<file path="config.mk">
export PLATFORM = sky130hd
export DESIGN_NAME = gate_array_filt
export DESIGN_NICKNAME = d
export VERILOG_FILES = /design/src/rtl/gate_array_pkg.sv /design/src/rtl/gate_chan_filter.sv /design/src/rtl/gate_array_filt.sv
export SDC_FILE = /design/constraint.sdc
export NUM_CORES = 1
export LEC_CHECK = 0
export ABC_CLOCK_PERIOD_IN_PS = 1980
export BUFFER_PORTS_ARGS = -buffer_cell sky130_fd_sc_hd__buf_2
export CAP_MARGIN = 20
export CORE_UTILIZATION = 49
export CTS_BUF_LIST = sky130_fd_sc_hd__clkbuf_8 sky130_fd_sc_hd__clkbuf_16
export CTS_CLUSTER_DIAMETER = 100
export DETAILED_ROUTE_END_ITERATION = 6
export PLACE_DENSITY = 0.74
export RECOVER_POWER = 100
export SYNTH_ARGS = -nofsm -noshare
export SYNTH_HDL_FRONTEND = slang
export SYNTH_SLANG_ARGS = --single-unit
</file>
<file path="constraint.sdc">
create_clock -name clk -period 1.98 [get_ports clk]
set_clock_uncertainty 0.1 [all_clocks]
set_input_delay 0.099 -clock clk [delete_from_list [all_inputs] [get_ports clk]]
set_output_delay 0.099 -clock clk [all_outputs]
set_load 0.02 [all_outputs]
</file>
<file path="src/rtl/gate_array_pkg.sv">
// Shared definitions for the gate array filter: op_sel encoding and the
// reduction helper used by every channel.
package gate_array_pkg;

  typedef logic [1:0] op_t;

  localparam op_t OP_AND  = 2'b00;
  localparam op_t OP_OR   = 2'b01;
  localparam op_t OP_XOR  = 2'b10;
  localparam op_t OP_NAND = 2'b11;

  // Widest slice any channel can reduce; narrower slices pass their width.
  localparam int MAX_W = 8;

  // Reduce the low w bits of v with the selected op.
  function automatic logic reduce(op_t op, logic [MAX_W-1:0] v, int w);
    logic r_and;
    logic r_or;
    logic r_xor;
    logic res;
    r_and = 1'b1;
    r_or  = 1'b0;
    r_xor = 1'b0;
    for (int i = 0; i < MAX_W; i++) begin
      if (i < w) begin
        r_and = r_and & v[i];
        r_or  = r_or  | v[i];
        r_xor = r_xor ^ v[i];
      end
    end
    case (op)
      OP_AND:  res = r_and;
      OP_OR:   res = r_or;
      OP_XOR:  res = r_xor;
      default: res = ~r_and;
    endcase
    return res;
  endfunction

endpackage

</file>
<file path="src/rtl/gate_chan_filter.sv">
// One gate channel: registered reduction, stability filter, rising-edge
// pulse and, when GATE_ARRAY_EDGE_COUNT_EN is defined, a saturating edge
// counter.
module gate_chan_filter
  import gate_array_pkg::*;
#(
  parameter int WIDTH  = 4,
  parameter int STABLE = 3,
  parameter int CNT_W  = 8
) (
  input  logic             clk_i,
  input  logic             rst_i,
  input  logic             ena_i,
  input  logic [1:0]       op_i,
  input  logic [WIDTH-1:0] data_i,
`ifdef GATE_ARRAY_EDGE_COUNT_EN
  input  logic             cnt_clr_i,
  output logic [CNT_W-1:0] cnt_o,
`endif
  output logic             raw_o,
  output logic             gate_o,
  output logic             rise_o
);

  localparam logic [3:0] STABLE_M1 = 4'(STABLE - 1);

  logic             raw_q, raw_d;
  logic             gate_q, gate_d;
  logic             rise_q, rise_d;
  logic [3:0]       fc_q, fc_d;
  logic [MAX_W-1:0] vec;

  // Zero-extend the slice to the helper's fixed width.
  always_comb begin
    vec            = '0;
    vec[WIDTH-1:0] = data_i;
  end

  // Next state: sample the reduction, count disagreeing cycles, adopt the
  // raw level after STABLE of them, flag a 0->1 adoption.
  always_comb begin
    raw_d  = reduce(op_t'(op_i), vec, WIDTH);
    gate_d = gate_q;
    fc_d   = fc_q;
    if (raw_q == gate_q) begin
      fc_d = 4'd0;
    end else if (fc_q == STABLE_M1) begin
      gate_d = raw_q;
      fc_d   = 4'd0;
    end else begin
      fc_d = fc_q + 4'd1;
    end
    rise_d = gate_d & ~gate_q;
  end

  // State registers; a disabled cycle holds everything but drops the pulse.
  always_ff @(posedge clk_i) begin
    if (rst_i) begin
      raw_q  <= 1'b0;
      gate_q <= 1'b0;
      rise_q <= 1'b0;
      fc_q   <= 4'd0;
    end else if (ena_i) begin
      raw_q  <= raw_d;
      gate_q <= gate_d;
      rise_q <= rise_d;
      fc_q   <= fc_d;
    end else begin
      rise_q <= 1'b0;
    end
  end

  assign raw_o  = raw_q;
  assign gate_o = gate_q;
  assign rise_o = rise_q;

`ifdef GATE_ARRAY_EDGE_COUNT_EN
  logic [CNT_W-1:0] cnt_q;

  // Saturating edge counter; clear works even while disabled and beats a pulse.
  always_ff @(posedge clk_i) begin
    if (rst_i || cnt_clr_i) begin
      cnt_q <= '0;
    end else if (ena_i && rise_q && (cnt_q != {CNT_W{1'b1}})) begin
      cnt_q <= cnt_q + 1'b1;
    end
  end

  assign cnt_o = cnt_q;
`endif

endmodule

</file>
<file path="src/rtl/gate_array_filt.sv">
// Array of CHANNELS filtered gate channels sharing one op_sel.
// Optional feature macro: GATE_ARRAY_EDGE_COUNT_EN (per-channel edge
// counters with a registered read port).
module gate_array_filt
  import gate_array_pkg::*;
#(
  parameter int CHANNELS = 4,
  parameter int WIDTH    = 4,
  parameter int STABLE   = 3,
  parameter int CNT_W    = 8,
  parameter int SEL_W    = (CHANNELS > 1) ? $clog2(CHANNELS) : 1
) (
  input  logic                      clk,
  input  logic                      rst,
  input  logic                      ena,
  input  logic [1:0]                op_sel,
  input  logic [CHANNELS*WIDTH-1:0] data_in,
  output logic [CHANNELS-1:0]       raw_out,
  output logic [CHANNELS-1:0]       gate_out,
`ifdef GATE_ARRAY_EDGE_COUNT_EN
  input  logic [SEL_W-1:0]          cnt_sel,
  input  logic                      cnt_clr,
  output logic [CNT_W-1:0]          cnt_out,
`endif
  output logic [CHANNELS-1:0]       rise_pulse
);

`ifdef GATE_ARRAY_EDGE_COUNT_EN
  logic [CNT_W-1:0] cnt_arr [CHANNELS];
  logic [CNT_W-1:0] cnt_d, cnt_q;
`endif

  for (genvar c = 0; c < CHANNELS; c++) begin : g_chan
    gate_chan_filter #(
      .WIDTH (WIDTH),
      .STABLE(STABLE),
      .CNT_W (CNT_W)
    ) u_chan (
      .clk_i    (clk),
      .rst_i    (rst),
      .ena_i    (ena),
      .op_i     (op_sel),
      .data_i   (data_in[c*WIDTH +: WIDTH]),
`ifdef GATE_ARRAY_EDGE_COUNT_EN
      .cnt_clr_i(cnt_clr),
      .cnt_o    (cnt_arr[c]),
`endif
      .raw_o    (raw_out[c]),
      .gate_o   (gate_out[c]),
      .rise_o   (rise_pulse[c])
    );
  end

`ifdef GATE_ARRAY_EDGE_COUNT_EN
  // Read mux; selects beyond the last channel read as zero.
  always_comb begin
    cnt_d = '0;
    for (int c = 0; c < CHANNELS; c++) begin
      if (int'(cnt_sel) == c) cnt_d = cnt_arr[c];
    end
  end

  // Registered read port, frozen along with the rest of the state by ena.
  always_ff @(posedge clk) begin
    if (rst) begin
      cnt_q <= '0;
    end else if (ena) begin
      cnt_q <= cnt_d;
    end
  end

  assign cnt_out = cnt_q;
`endif

endmodule

</file>
; Word level (Yosys, flattened, before mapping)
; Cells that the tools add are included.
[word_totals]
mem_count = 0
romBits = 0
in_bits = 21
ramBits = 0
register_bits = 28
latchBits = 0
elab_cells = 101
out_inout_bits = 12
[classes]
eq_ne = 10
n_lt_le_gt_ge = 0
div = 0
n_reduce_logical = 2
n_addsub = 4
bitwise = 49
muxes = 20
mul = 0
n_shift = 0
[ops]
columns = op, count
row1 = 2-to-1 mux 4 bit, 8
row2 = adder 4 x 1 -> 4 bit (second input constant), 4
row3 = AND 1 bit, 16
row4 = == test 4 x 2 -> 1 bit (second input constant), 4
row5 = OR 1 bit, 12
row6 = case mux 1 bit (3 select lines), 4
row7 = bitwise XOR 1 bit, 12
row8 = inverter 1 bit, 9
row9 = 2-to-1 mux 1 bit, 8
row10 = == test 1 bit, 4
row11 = == test 2 x 1 -> 1 bit (second input constant), 1
row12 = == test 2 bit (second input constant), 1
row13 = zero test 2 bit, 1
row14 = OR reduction 2 bit, 1

; Depth between registers and ports, before layout
; Gate-level depths: netlist of run 1.
[depth]
word_depth = 5
depth_mapped = 6
depth_no_buf = 6

; Hierarchy
; From an unflattened synthesis of run 1, not the netlist that was laid out.
[hier_totals]
hier_cells = 172
hier_area_um2 = 1811.7
[by_module_without_submodules]
columns = mod, n_inst, cells_each, area_per_inst_um2
row1 = gate_chan_filter, 4, 43, 452.9

; Worst setup path before layout of run 1
; Ideal clock, no wire load.
[synth_timing]
kind = flip-flop to flip-flop
start = register g_chan[2].u_chan.fc_q[0]
end = register g_chan[2].u_chan.fc_q[2]
setup_slack_ns = 0.486
required_time_ns = 1.763
period_less_slack_ns = 1.494
path_stages_with_launch = 6
t_arrival_ns = 1.277
path_buffers = 0
cell_sequence = dfxtp_1 > inv_1 > ha_1 > or3b_1 > and2_4 > a32o_1
[synth_between]
elab_chain_len = 3
[synth_rtl]
columns = item, line_no
row1 = "start, declared", gate_chan_filter.sv:30  ; logic [3:0] fc_q, fc_d;
row2 = "start signal, assigned", gate_chan_filter.sv:62  ; fc_q <= 4'd0;
row3 = "start signal, assigned", gate_chan_filter.sv:67  ; fc_q <= fc_d;
row4 = adder 4 x 1 -> 4 bit or == test 4 x 2 -> 1 bit (tied branches), "gate_chan_filter.sv:51, gate_chan_filter.sv:47"
row5 = 2-to-1 mux 4 bit (*), gate_chan_filter.sv:47  ; end else if (fc_q == STABLE_M1) begin
row6 = 2-to-1 mux 4 bit (*), gate_chan_filter.sv:45  ; if (raw_q == gate_q) begin
; Mark *: on every way between the ends. The rest lies on a longest branch, timed or not.
; A chain may end at the register's enable or synchronous reset.

; Final worst setup path of run 1
[layout_timing]
start = register g_chan[0].u_chan.fc_q[0]
end = register g_chan[0].u_chan.fc_q[1]
[layout_between]
elab_chain_len = 3
[layout_rtl]
columns = item, line_no
row1 = "start, declared", gate_chan_filter.sv:30
row2 = "start signal, assigned", gate_chan_filter.sv:62
row3 = "start signal, assigned", gate_chan_filter.sv:67
row4 = adder 4 x 1 -> 4 bit or == test 4 x 2 -> 1 bit (tied branches), "gate_chan_filter.sv:51, gate_chan_filter.sv:47"
row5 = 2-to-1 mux 4 bit (*), gate_chan_filter.sv:47
row6 = 2-to-1 mux 4 bit (*), gate_chan_filter.sv:45
; Marks and branches as above.

==> results.py, run 1 <==
metrics = {
    "routing": {
        "routedWlPerCell_um": 11.0,
        "drt-total-wl_um": 3120,
        "drc_errors": 0,
        "first_pass_iters": 4,
        "drt_iter0_markers": 74,
        "vias_per_cell": 5.35,
        "vias": 1519,
        "ant_nets": 0,
    },
    "setup_path": {
        "cp.arrival_ns": 1.77,
        "crit_type": "reg -> reg",
        "required_ns": 2.07,
        "critPathMaxFanout": 5,
        "critPathLaunchType": "register",
        "end_kind": "register",
    },
    "clock_network": {
        "cts_tree": "built",
        "insertion_delay_ns": 0.27,
        "clk_pin_slew_worst_paths_ns": 0.09,
        "hold_buffers": 0,
        "numClockSinks": 28,
        "root_buffer": "clkbuf_8",
        "cts_setup_buffers": 0,
        "clock_path_buffers": 2,
        "htree_num_levels": 1,
        "cts-resized-gates": 0,
        "cts_made_buffers": 3,
    },
    "yosys": {
        "synth-seq-cells": 28,
        "yosysTopAreaCell": "dfxtp_1",
        "synth_cells": 219,
        "yosys_warnings": 0,
        "synth_nets": 256,
        "synth_area_leaders": "dfxtp_1 31%, ha_1 11%, nand3_1 6.6%",
        "yosysTopAreaCellShare_pct": 30.9,
        "synthDistinctLibCells": 32,
        "synth_compound_area_share_pct": 14.1,
        "synth_area_sq_mm": 0.00182,
        "synth-adder-area-share_pct": 11.0,
        "avgSynthCellArea_sq_um": 8.29,
        "synth_xor_area_share_pct": 5.79,
        "yosysSeqAreaShare_pct": 30.9,
        "synthMuxAreaShare_pct": 0.551,
        "yosys.area_share.simple_pct": 27.6,
        "synth_top_family_by_area": "simple AND/OR/NAND/NOR gates",
    },
    "pwr": {
        "p_leak_nw": 0.755,
        "comb_power_share_pct": 16.4,
        "finalPower_mw": 1.11,
        "sequentialPowerShare_pct": 52.8,
        "power_density_mw_per_mm2": 568,
        "vdd_ir_drop_max_uv": 275,
        "swShare_pct": 25.3,
        "power_switching_uw": 282,
        "p_int_uw": 832,
        "p_clk_share_pct": 30.8,
    },
    "placed_design": {
        "dp.cells": 280,
        "dp_hpwl_um": 2300,
        "place_ws_ns": 0.373,
        "place_congestion": 0.796,
        "port_buffers": 32,
    },
    "floorplan": {
        "die_h_um": 62.9,
        "die-area_sq_mm": 0.00395,
        "io_pins": 33,
        "core_sq_mm": 0.00344,
        "initial_core_util_pct": 52.7,
        "rows": 21,
        "fp.dieW_um": 62.9,
    },
    "sta": {
        "fin_crit_sh_pct": 84.7,
        "slew_violations": 0,
        "min_period_ns": 1.68,
        "hold_slack_ns": 0.0366,
        "hold_viol_final": 0,
        "fmax_mhz": 596,
        "slew_headroom_pct": 67.2,
        "worst_pin_slew_ns": 0.491,
        "rsz0062_at_grt": "no",
        "setup_violations": 0,
        "tns_ns": 0,
        "timing.final.ws_setup_ns": 0.302,
    },
    "job": {
        "max_cap_viol_count": 0,
    },
    "finish": {
        "antennaDiodeCount": 0,
        "layout_commonest_cell": "dfxtp_1",
        "n_fill_cell": 319,
        "final_cell_mix": "28 x dfxtp_1, 24 x nand3_1",
        "syn2layout_area_growth_pct": 7.99,
        "nets": 276,
        "final-instance-count-excl-fill": 284,
        "drive_gt1_share_pct": 10.9,
    },
    "grt": {
        "overflow": 0,
        "grt_pass1_vias": 1280,
        "grt_max_degree": 26,
        "grt_first_pass_wirelength_um": 5240,
        "gr-usage-all-layers_pct": 16.1,
        "antenna_found_initial": 0,
    },
    "hold_path": {
        "min_path_type": "in -> reg",
    },
    "run_status": {
        "status": "finished, final reports clean",
    },
}
[logic make-up (layout without fill, tap and decap cells)]
family,Yosys count,after routing
AO/OA/AOI/OAI,41,41
XOR/XNOR,12,12
adder cells (fa/ha/maj),16,16
buffers and inverters,35,54
flip-flops,28,28
multiplexers,1,1
AND/OR/NAND/NOR,86,86
[synth_stat cells, drive strengths merged]
cell	count
dfxtp	28
nand3	24
a21oi	17
buf	17
nand2b	17
ha	16
inv	14
nor2	12
nand2	11
xnor2	11
a31oi	8
clkbuf	4
nand3b	4
nor3b	4
o21ai	4
or3b	4
a2bb2oi	3
and4bb	3
nand4b	3
o31ai	3
o32ai	3
a21o	1
a32o	1
and2	1
and3	1
mux2i	1
nor2b	1
nor4b	1
o2bb2ai	1
xor2	1
[through the flow]
step | util (%) | instance area [sq um]
2_1_floorplan | - | 1820
3_3_place_gp | 56.2 | 1930
3_5_place_dp | 56.2 | 1930
4_1_cts | 57.8 | 1990
5_1_grt | 57.0 | 1960
6_report | 57.0 | 1960
[final cells by class]
type	instances	area (sq um)	area share (%)
Multi-Input combinational cell	156	1070	54.6
Sequential cell	28	561	28.6
Timing Repair Buffer	36	164	8.36
Tap cell	46	57.6	2.94
Clock buffer	4	55.1	2.81
Inverter	14	52.6	2.68
[registers in the layout (all words and copies together), names as in the netlist]
name / cells
g_chan.u_chan.raw_o: 4
g_chan.u_chan.fc_q: 16
g_chan.u_chan.gate_o: 4
g_chan.u_chan.rise_o: 4
[power groups by stage]
stage | clock, mW | combinational [mW] | sequential, mW
after floorplan | 0 | 0.142 | 0.598
after global placement | 0 | 0.186 | 0.601
after detailed placement | 0 | 0.188 | 0.602
after CTS | 0.363 | 0.189 | 0.589
after global routing | 0.382 | 0.203 | 0.591
final | 0.343 | 0.183 | 0.589
[critical path, stage by stage, from the launching register on]
cell	delay, ns
dfxtp_1	0.38
inv_1	0.07
ha_1	0.18
nor3b_1	0.13
clkbuf_1	0.15
nor2_1	0.27
nand3b_1	0.11
a21oi_1	0.20
[path summary, 6_finish.rpt]
check,endpoint,slack (ns),start,cells past startpoint
max,g_chan[0].u_chan.fc_q[1]$_SDFFE_PP0P_,0.30,g_chan[0].u_chan.fc_q[0]$_SDFFE_PP0P_,7
min,g_chan[1].u_chan.raw_o$_SDFFE_PP0P_,0.04,data_in[7],3
max reg2reg,g_chan[0].u_chan.fc_q[1]$_SDFFE_PP0P_,0.30,g_chan[0].u_chan.fc_q[0]$_SDFFE_PP0P_,7
min reg2reg,g_chan[3].u_chan.fc_q[2]$_SDFFE_PP0P_,0.39,g_chan[3].u_chan.fc_q[2]$_SDFFE_PP0P_,2
[routing by layer]
metal | up-vias | routed length [um] | global-route usage, %
met4 | 0 | 42 | 8.14
met2 | 35 | 1420 | 27.3
li1 | 791 | - | -
met1 | 689 | 1560 | 20.4
met3 | 4 | 104 | 1.09
met5 | - | 0 | 0
No activity file was read; power rests on OpenSTA's default activity.
==> run 2, diff against run 1 <==
--- a/config.mk
+++ b/config.mk
@@ -5,7 +5,7 @@
 export SDC_FILE = /design/constraint.sdc
 export NUM_CORES = 1
 export LEC_CHECK = 0
-export ABC_CLOCK_PERIOD_IN_PS = 1980
+export ABC_CLOCK_PERIOD_IN_PS = 1550
 export BUFFER_PORTS_ARGS = -buffer_cell sky130_fd_sc_hd__buf_2
 export CAP_MARGIN = 20
 export CORE_UTILIZATION = 49
==> constraint.sdc (replaced) <==
create_clock -name clk -period 1.55 [get_ports clk]
set_clock_uncertainty 0.1 [all_clocks]
set_input_delay 0.0775 -clock clk [delete_from_list [all_inputs] [get_ports clk]]
set_output_delay 0.0775 -clock clk [all_outputs]
set_load 0.02 [all_outputs]
==> run 2 against run 1 <==
Worst setup slack lost 0.25 ns; register-to-register slack got worse by 0.25 ns; count of clock-buffer cells in the layout did not move; first-iteration DRC count up 12%; sequential power rose by 27%; global-route usage rose by 1.1 points; critical path depth fell by 2; critical path type unchanged; largest cell class unchanged.
==> results.py, run 2 (synthesis results as in run 1) <==
metrics = {
    "sta": {
        "timing.final.ws_setup_ns": 0.0472,
        "worst_pin_slew_ns": 0.364,
        "hold_slack_ns": 0.00253,
        "fin_crit_sh_pct": 97.0,
        "tns_ns": 0,
        "fmax_mhz": 665,
        "slew_violations": 0,
        "hold_viol_final": 0,
        "setup_violations": 0,
        "slew_headroom_pct": 75.7,
        "min_period_ns": 1.50,
    },
    "setup_path": {
        "end_kind": "register",
        "worstPathCellList": "inv_2, ha_4, or3b_4, and2_4, a32o_1",
        "cp.depth": 5,
        "cp_slowest_cell": "or3b_4",
        "critPathMaxFanout": 4,
        "max_stage_delay_ns": 0.38,
        "crit_type": "reg -> reg",
        "cp.arrival_ns": 1.58,
        "critPathLaunchType": "register",
        "r2r_cells": 5,
        "path_delay_family": "simple AND/OR/NAND/NOR gates",
        "worst-path-buf-inv": 1,
        "required_ns": 1.63,
    },
    "grt": {
        "grt_max_degree": 29,
        "grt_pass1_vias": 1322,
        "grt_first_pass_wirelength_um": 5690,
        "overflow": 0,
        "gr-usage-all-layers_pct": 17.3,
        "antenna_found_initial": 0,
    },
    "finish": {
        "nets": 284,
        "drive_gt1_share_pct": 18.7,
        "n_fill_cell": 336,
        "antennaDiodeCount": 0,
        "final-instance-count-excl-fill": 292,
        "layout_commonest_cell": "dfxtp_1",
        "largest_register_ffs": 16,
        "top_register": "g_chan.u_chan.fc_q",
        "final_cell_mix": "25 x dfxtp_1, 24 x nand3_1",
        "syn2layout_area_growth_pct": 13.6,
    },
    "clock_network": {
        "root_buffer": "clkbuf_8",
        "clock_path_buffers": 2,
        "cts_setup_buffers": 0,
        "cts_tree": "built",
        "clk_pin_slew_worst_paths_ns": 0.09,
        "numClockSinks": 28,
        "htree_num_levels": 1,
        "insertion_delay_ns": 0.27,
        "cts_made_buffers": 3,
    },
    "hold_path": {
        "hold_path_depth": 2,
        "min_path_type": "in -> reg",
    },
    "placed_design": {
        "port_buffers": 32,
        "place_ws_ns": 0.0235,
        "dp.cells": 288,
        "dp_hpwl_um": 2380,
        "place_congestion": 0.772,
    },
    "pwr": {
        "p_leak_nw": 0.813,
        "finalPower_mw": 1.46,
        "power_density_mw_per_mm2": 709,
        "vdd_ir_drop_max_uv": 329,
    },
    "routing": {
        "drt-total-wl_um": 3310,
        "drt_iter0_markers": 83,
        "ant_nets": 0,
        "first_pass_iters": 4,
        "vias_per_cell": 5.26,
        "routedWlPerCell_um": 11.3,
        "vias": 1536,
        "drc_errors": 0,
    },
    "floorplan": {
        "initial_core_util_pct": 52.7,
        "io_pins": 33,
        "core_sq_mm": 0.00344,
        "rows": 21,
        "fp.dieW_um": 62.9,
        "die_h_um": 62.9,
        "die-area_sq_mm": 0.00395,
    },
    "job": {
        "max_cap_viol_count": 0,
    },
    "run_status": {
        "status": "finished, final reports clean",
    },
}
run 2: what timing repair did:
| item | 4_1_cts | 5_1_grt |
|---|---|---|
| setup endpoints to repair | 0 | 14 |
| resized for setup | 0 | 12 |
| hold buffers | 0 | 0 |
run 2: stage by stage:
stage	instance area, sq um	util [%]
finish	2060	59.9
CTS	2050	59.5
global placement	1990	57.9
floorplan	1820	-
global route	2060	59.9
detailed placement	1990	57.9
run 2: cell type report:
class                      instances  area [sq um]  area share [%]
clock buffer                       4          55.1            2.67
inverter                          14          52.6            2.55
multi-input combinational        156          1110            53.8
sequential                        28           564            27.4
tap                               46          57.6            2.79
timing repair buffer              44           224            10.9
run 2: worst register-to-register path, cell delays in order, from the launching register on:
cell     delay (ns)
dfxtp_2        0.33
inv_2          0.07
ha_4           0.13
or3b_4         0.38
and2_4         0.16
a32o_1         0.24
run 2: worst paths after layout:
path	start	endpoint	slack (ns)
setup / recovery	g_chan[2].u_chan.fc_q[0]$_SDFFE_PP0P_	g_chan[2].u_chan.fc_q[2]$_SDFFE_PP0P_	0.05
hold / removal	rst	g_chan[2].u_chan.fc_q[0]$_SDFFE_PP0P_	0.003
setup reg to reg	g_chan[2].u_chan.fc_q[0]$_SDFFE_PP0P_	g_chan[2].u_chan.fc_q[2]$_SDFFE_PP0P_	0.05
hold reg to reg	g_chan[3].u_chan.fc_q[2]$_SDFFE_PP0P_	g_chan[3].u_chan.fc_q[2]$_SDFFE_PP0P_	0.40
run 2: report_power, final:
group / total, mW / leakage [nW] / switching (mW) / internal [mW]
registers: 0.748 / 0.228 / 0.0145 / 0.734
clock network: 0.457 / 0.0288 / 0.229 / 0.228
logic: 0.258 / 0.557 / 0.141 / 0.116
total: 1.46 / 0.813 / 0.385 / 1.08
run 2: per-layer routing:
metal | part of all wire (%) | global-route usage, % | wire, um | up-vias
met1 | 52 | 24.1 | 1730 | 694
met4 | 1.7 | 6.98 | 57 | 0
met5 | 0 | 0 | 0 | -
li1 | - | - | - | 807
met3 | 2.4 | 1.64 | 80 | 5
met2 | 43 | 27.0 | 1440 | 30
==> run 3, diff against run 2 <==
--- a/config.mk
+++ b/config.mk
@@ -5,7 +5,7 @@
 export SDC_FILE = /design/constraint.sdc
 export NUM_CORES = 1
 export LEC_CHECK = 0
-export ABC_CLOCK_PERIOD_IN_PS = 1550
+export ABC_CLOCK_PERIOD_IN_PS = 1400
 export BUFFER_PORTS_ARGS = -buffer_cell sky130_fd_sc_hd__buf_2
 export CAP_MARGIN = 20
 export CORE_UTILIZATION = 49
==> constraint.sdc (replaced) <==
create_clock -name clk -period 1.4 [get_ports clk]
set_clock_uncertainty 0.1 [all_clocks]
set_input_delay 0.07 -clock clk [delete_from_list [all_inputs] [get_ports clk]]
set_output_delay 0.07 -clock clk [all_outputs]
set_load 0.02 [all_outputs]
==> run 3 against run 2 <==
The flow now finishes with violations (setup timing); die area is the same; critical path depth is the same; worst setup slack lost 0.11 ns; global-route usage grew 2.3 points; critical path type unchanged; design area grew 6.7%; sequential cell count is the same; critical endpoint unchanged; hold slack gained 0.015 ns; non-clock buffer count grew 13; count of clock-buffer cells in the layout is the same; clock power grew 9.0%.
==> results.py, run 3 (synthesis results as in run 1) <==
metrics = {
    "grt": {
        "grt_pass1_vias": 1481,
        "grt_first_pass_wirelength_um": 6400,
        "grt_max_degree": 26,
        "overflow": 0,
        "antenna_found_initial": 0,
        "gr-usage-all-layers_pct": 19.6,
    },
    "finish": {
        "n_fill_cell": 308,
        "final-instance-count-excl-fill": 305,
        "antennaDiodeCount": 0,
        "largest_register_ffs": 16,
        "top_register": "g_chan.u_chan.fc_q",
        "drive_gt1_share_pct": 26.6,
        "nets": 297,
        "final_cell_mix": "23 x nand3_1, 23 x dfxtp_1, 22 x buf_4",
        "syn2layout_area_growth_pct": 21.2,
    },
    "routing": {
        "drt_iter0_markers": 82,
        "first_pass_iters": 4,
        "routedWlPerCell_um": 12.0,
        "drc_errors": 0,
        "vias": 1633,
        "drt-total-wl_um": 3670,
        "vias_per_cell": 5.35,
        "ant_nets": 0,
    },
    "pwr": {
        "power_switching_uw": 425,
        "comb_power_share_pct": 19.2,
        "swShare_pct": 25.9,
        "power_density_mw_per_mm2": 745,
        "p_clk_share_pct": 30.4,
        "vdd_ir_drop_max_uv": 381,
        "sequentialPowerShare_pct": 50.4,
        "p_leak_nw": 0.877,
        "p_int_mw": 1.21,
    },
    "clock_network": {
        "clock_path_buffers": 2,
        "hold_buffers": 0,
        "numClockSinks": 28,
        "clk_pin_slew_worst_paths_ns": 0.10,
        "cts_tree": "built",
        "root_buffer": "clkbuf_8",
        "cts_made_buffers": 3,
        "htree_num_levels": 1,
        "insertion_delay_ns": 0.27,
    },
    "floorplan": {
        "core_sq_mm": 0.00344,
        "fp.dieW_um": 62.9,
        "io_pins": 33,
        "die-area_sq_mm": 0.00395,
        "die_h_um": 62.9,
        "rows": 21,
        "initial_core_util_pct": 52.7,
    },
    "run_status": {
        "status": "finished, violations left",
        "violations": "setup timing",
    },
    "placed_design": {
        "place_congestion": 0.751,
        "port_buffers": 32,
        "dp_hpwl_um": 2670,
        "dp.cells": 299,
    },
    "sta": {
        "slew_violations": 0,
        "rsz0062_at_grt": "yes",
        "fmax_mhz": 682,
        "hold_slack_ns": 0.0177,
        "min_period_ns": 1.47,
        "tns_ns": -0.108,
        "worst_pin_slew_ns": 0.297,
        "setup_violations": 4,
        "fin_crit_sh_pct": 105,
        "timing.final.ws_setup_ns": -0.0655,
        "hold_viol_final": 0,
        "slew_headroom_pct": 80.0,
    },
    "job": {
        "max_cap_viol_count": 0,
    },
    "hold_path": {
        "hold_path_depth": 3,
        "min_path_type": "in -> reg",
    },
    "setup_path": {
        "critPathLaunchType": "register",
        "cp.arrival_ns": 1.54,
        "r2r_cells": 5,
        "crit_type": "reg -> reg",
        "max_stage_delay_ns": 0.38,
        "required_ns": 1.47,
        "cp_slowest_cell": "or3b_4",
        "critPathMaxFanout": 4,
        "worstPathCellList": "inv_2, ha_4, or3b_4, and2_4, a32o_1",
        "end_kind": "register",
    },
}
[run 3: area by class of cell]
cell class / count / area (sq um) / area share [%]
multi-input cells: 156 / 1150 / 52.2
flip-flops and latches: 28 / 567 / 25.8
clock buffers: 4 / 55.1 / 2.50
repair buffers: 57 / 319 / 14.5
inverters: 14 / 52.6 / 2.39
well taps: 46 / 57.6 / 2.62
[run 3: path summary, 6_finish.rpt]
path	from	end	slack [ns]
min reg2reg	g_chan[2].u_chan.gate_o$_SDFFE_PP0P_	g_chan[2].u_chan.rise_o$_SDFF_PP0_	0.39
max	g_chan[2].u_chan.fc_q[0]$_SDFFE_PP0P_	g_chan[2].u_chan.fc_q[2]$_SDFFE_PP0P_	-0.07
min	ena	g_chan[2].u_chan.fc_q[0]$_SDFFE_PP0P_	0.02
max reg2reg	g_chan[2].u_chan.fc_q[0]$_SDFFE_PP0P_	g_chan[2].u_chan.fc_q[2]$_SDFFE_PP0P_	-0.07
[run 3: worst max-delay path: cells and delay by family, from the launching register on]
| kind | cells | cell delay (ns) |
|---|---|---|
| simple gates | 2 | 0.54 |
| flops | 1 | 0.33 |
| compound gates | 1 | 0.21 |
| fa+ha+maj | 1 | 0.12 |
| buf+inv | 1 | 0.07 |
[run 3: repair_timing]
item                                    CTS  global route
endpoints found under the setup margin    9            19
pin swaps                                 4             8
setup buffers                             2             2
gates resized for setup                   2            20
[run 3: layer usage]
metal	global-route usage [%]	vias to the layer above	routed length, um
met5	0	-	0
met4	6.10	0	28
met3	2.37	2	123
met2	33.9	38	1810
met1	25.0	763	1720
li1	-	830	-
[run 3: metrics by stage]
stage / total power [mW] / setup slack (ns) / utilization [%] / cell area [sq um]
2_1_floorplan: 1.05 / -0.0529 / - / 1850
3_3_place_gp: 1.15 / -0.0561 / 61.3 / 2110
3_5_place_dp: 1.16 / -0.0774 / 61.3 / 2110
4_1_cts: 1.66 / -0.0760 / 63.5 / 2190
5_1_grt: 1.74 / -0.111 / 63.9 / 2200
6_report: 1.64 / -0.0655 / 63.9 / 2200
[run 3: power by group through the flow]
stage                     clock network, mW  logic [mW]  registers [mW]
after global routing                  0.559       0.352           0.828
after detailed placement                  0       0.314           0.843
after floorplan                           0       0.202           0.846
after CTS                             0.514       0.319           0.824
after global placement                    0       0.306           0.842
final                                 0.498       0.315           0.826
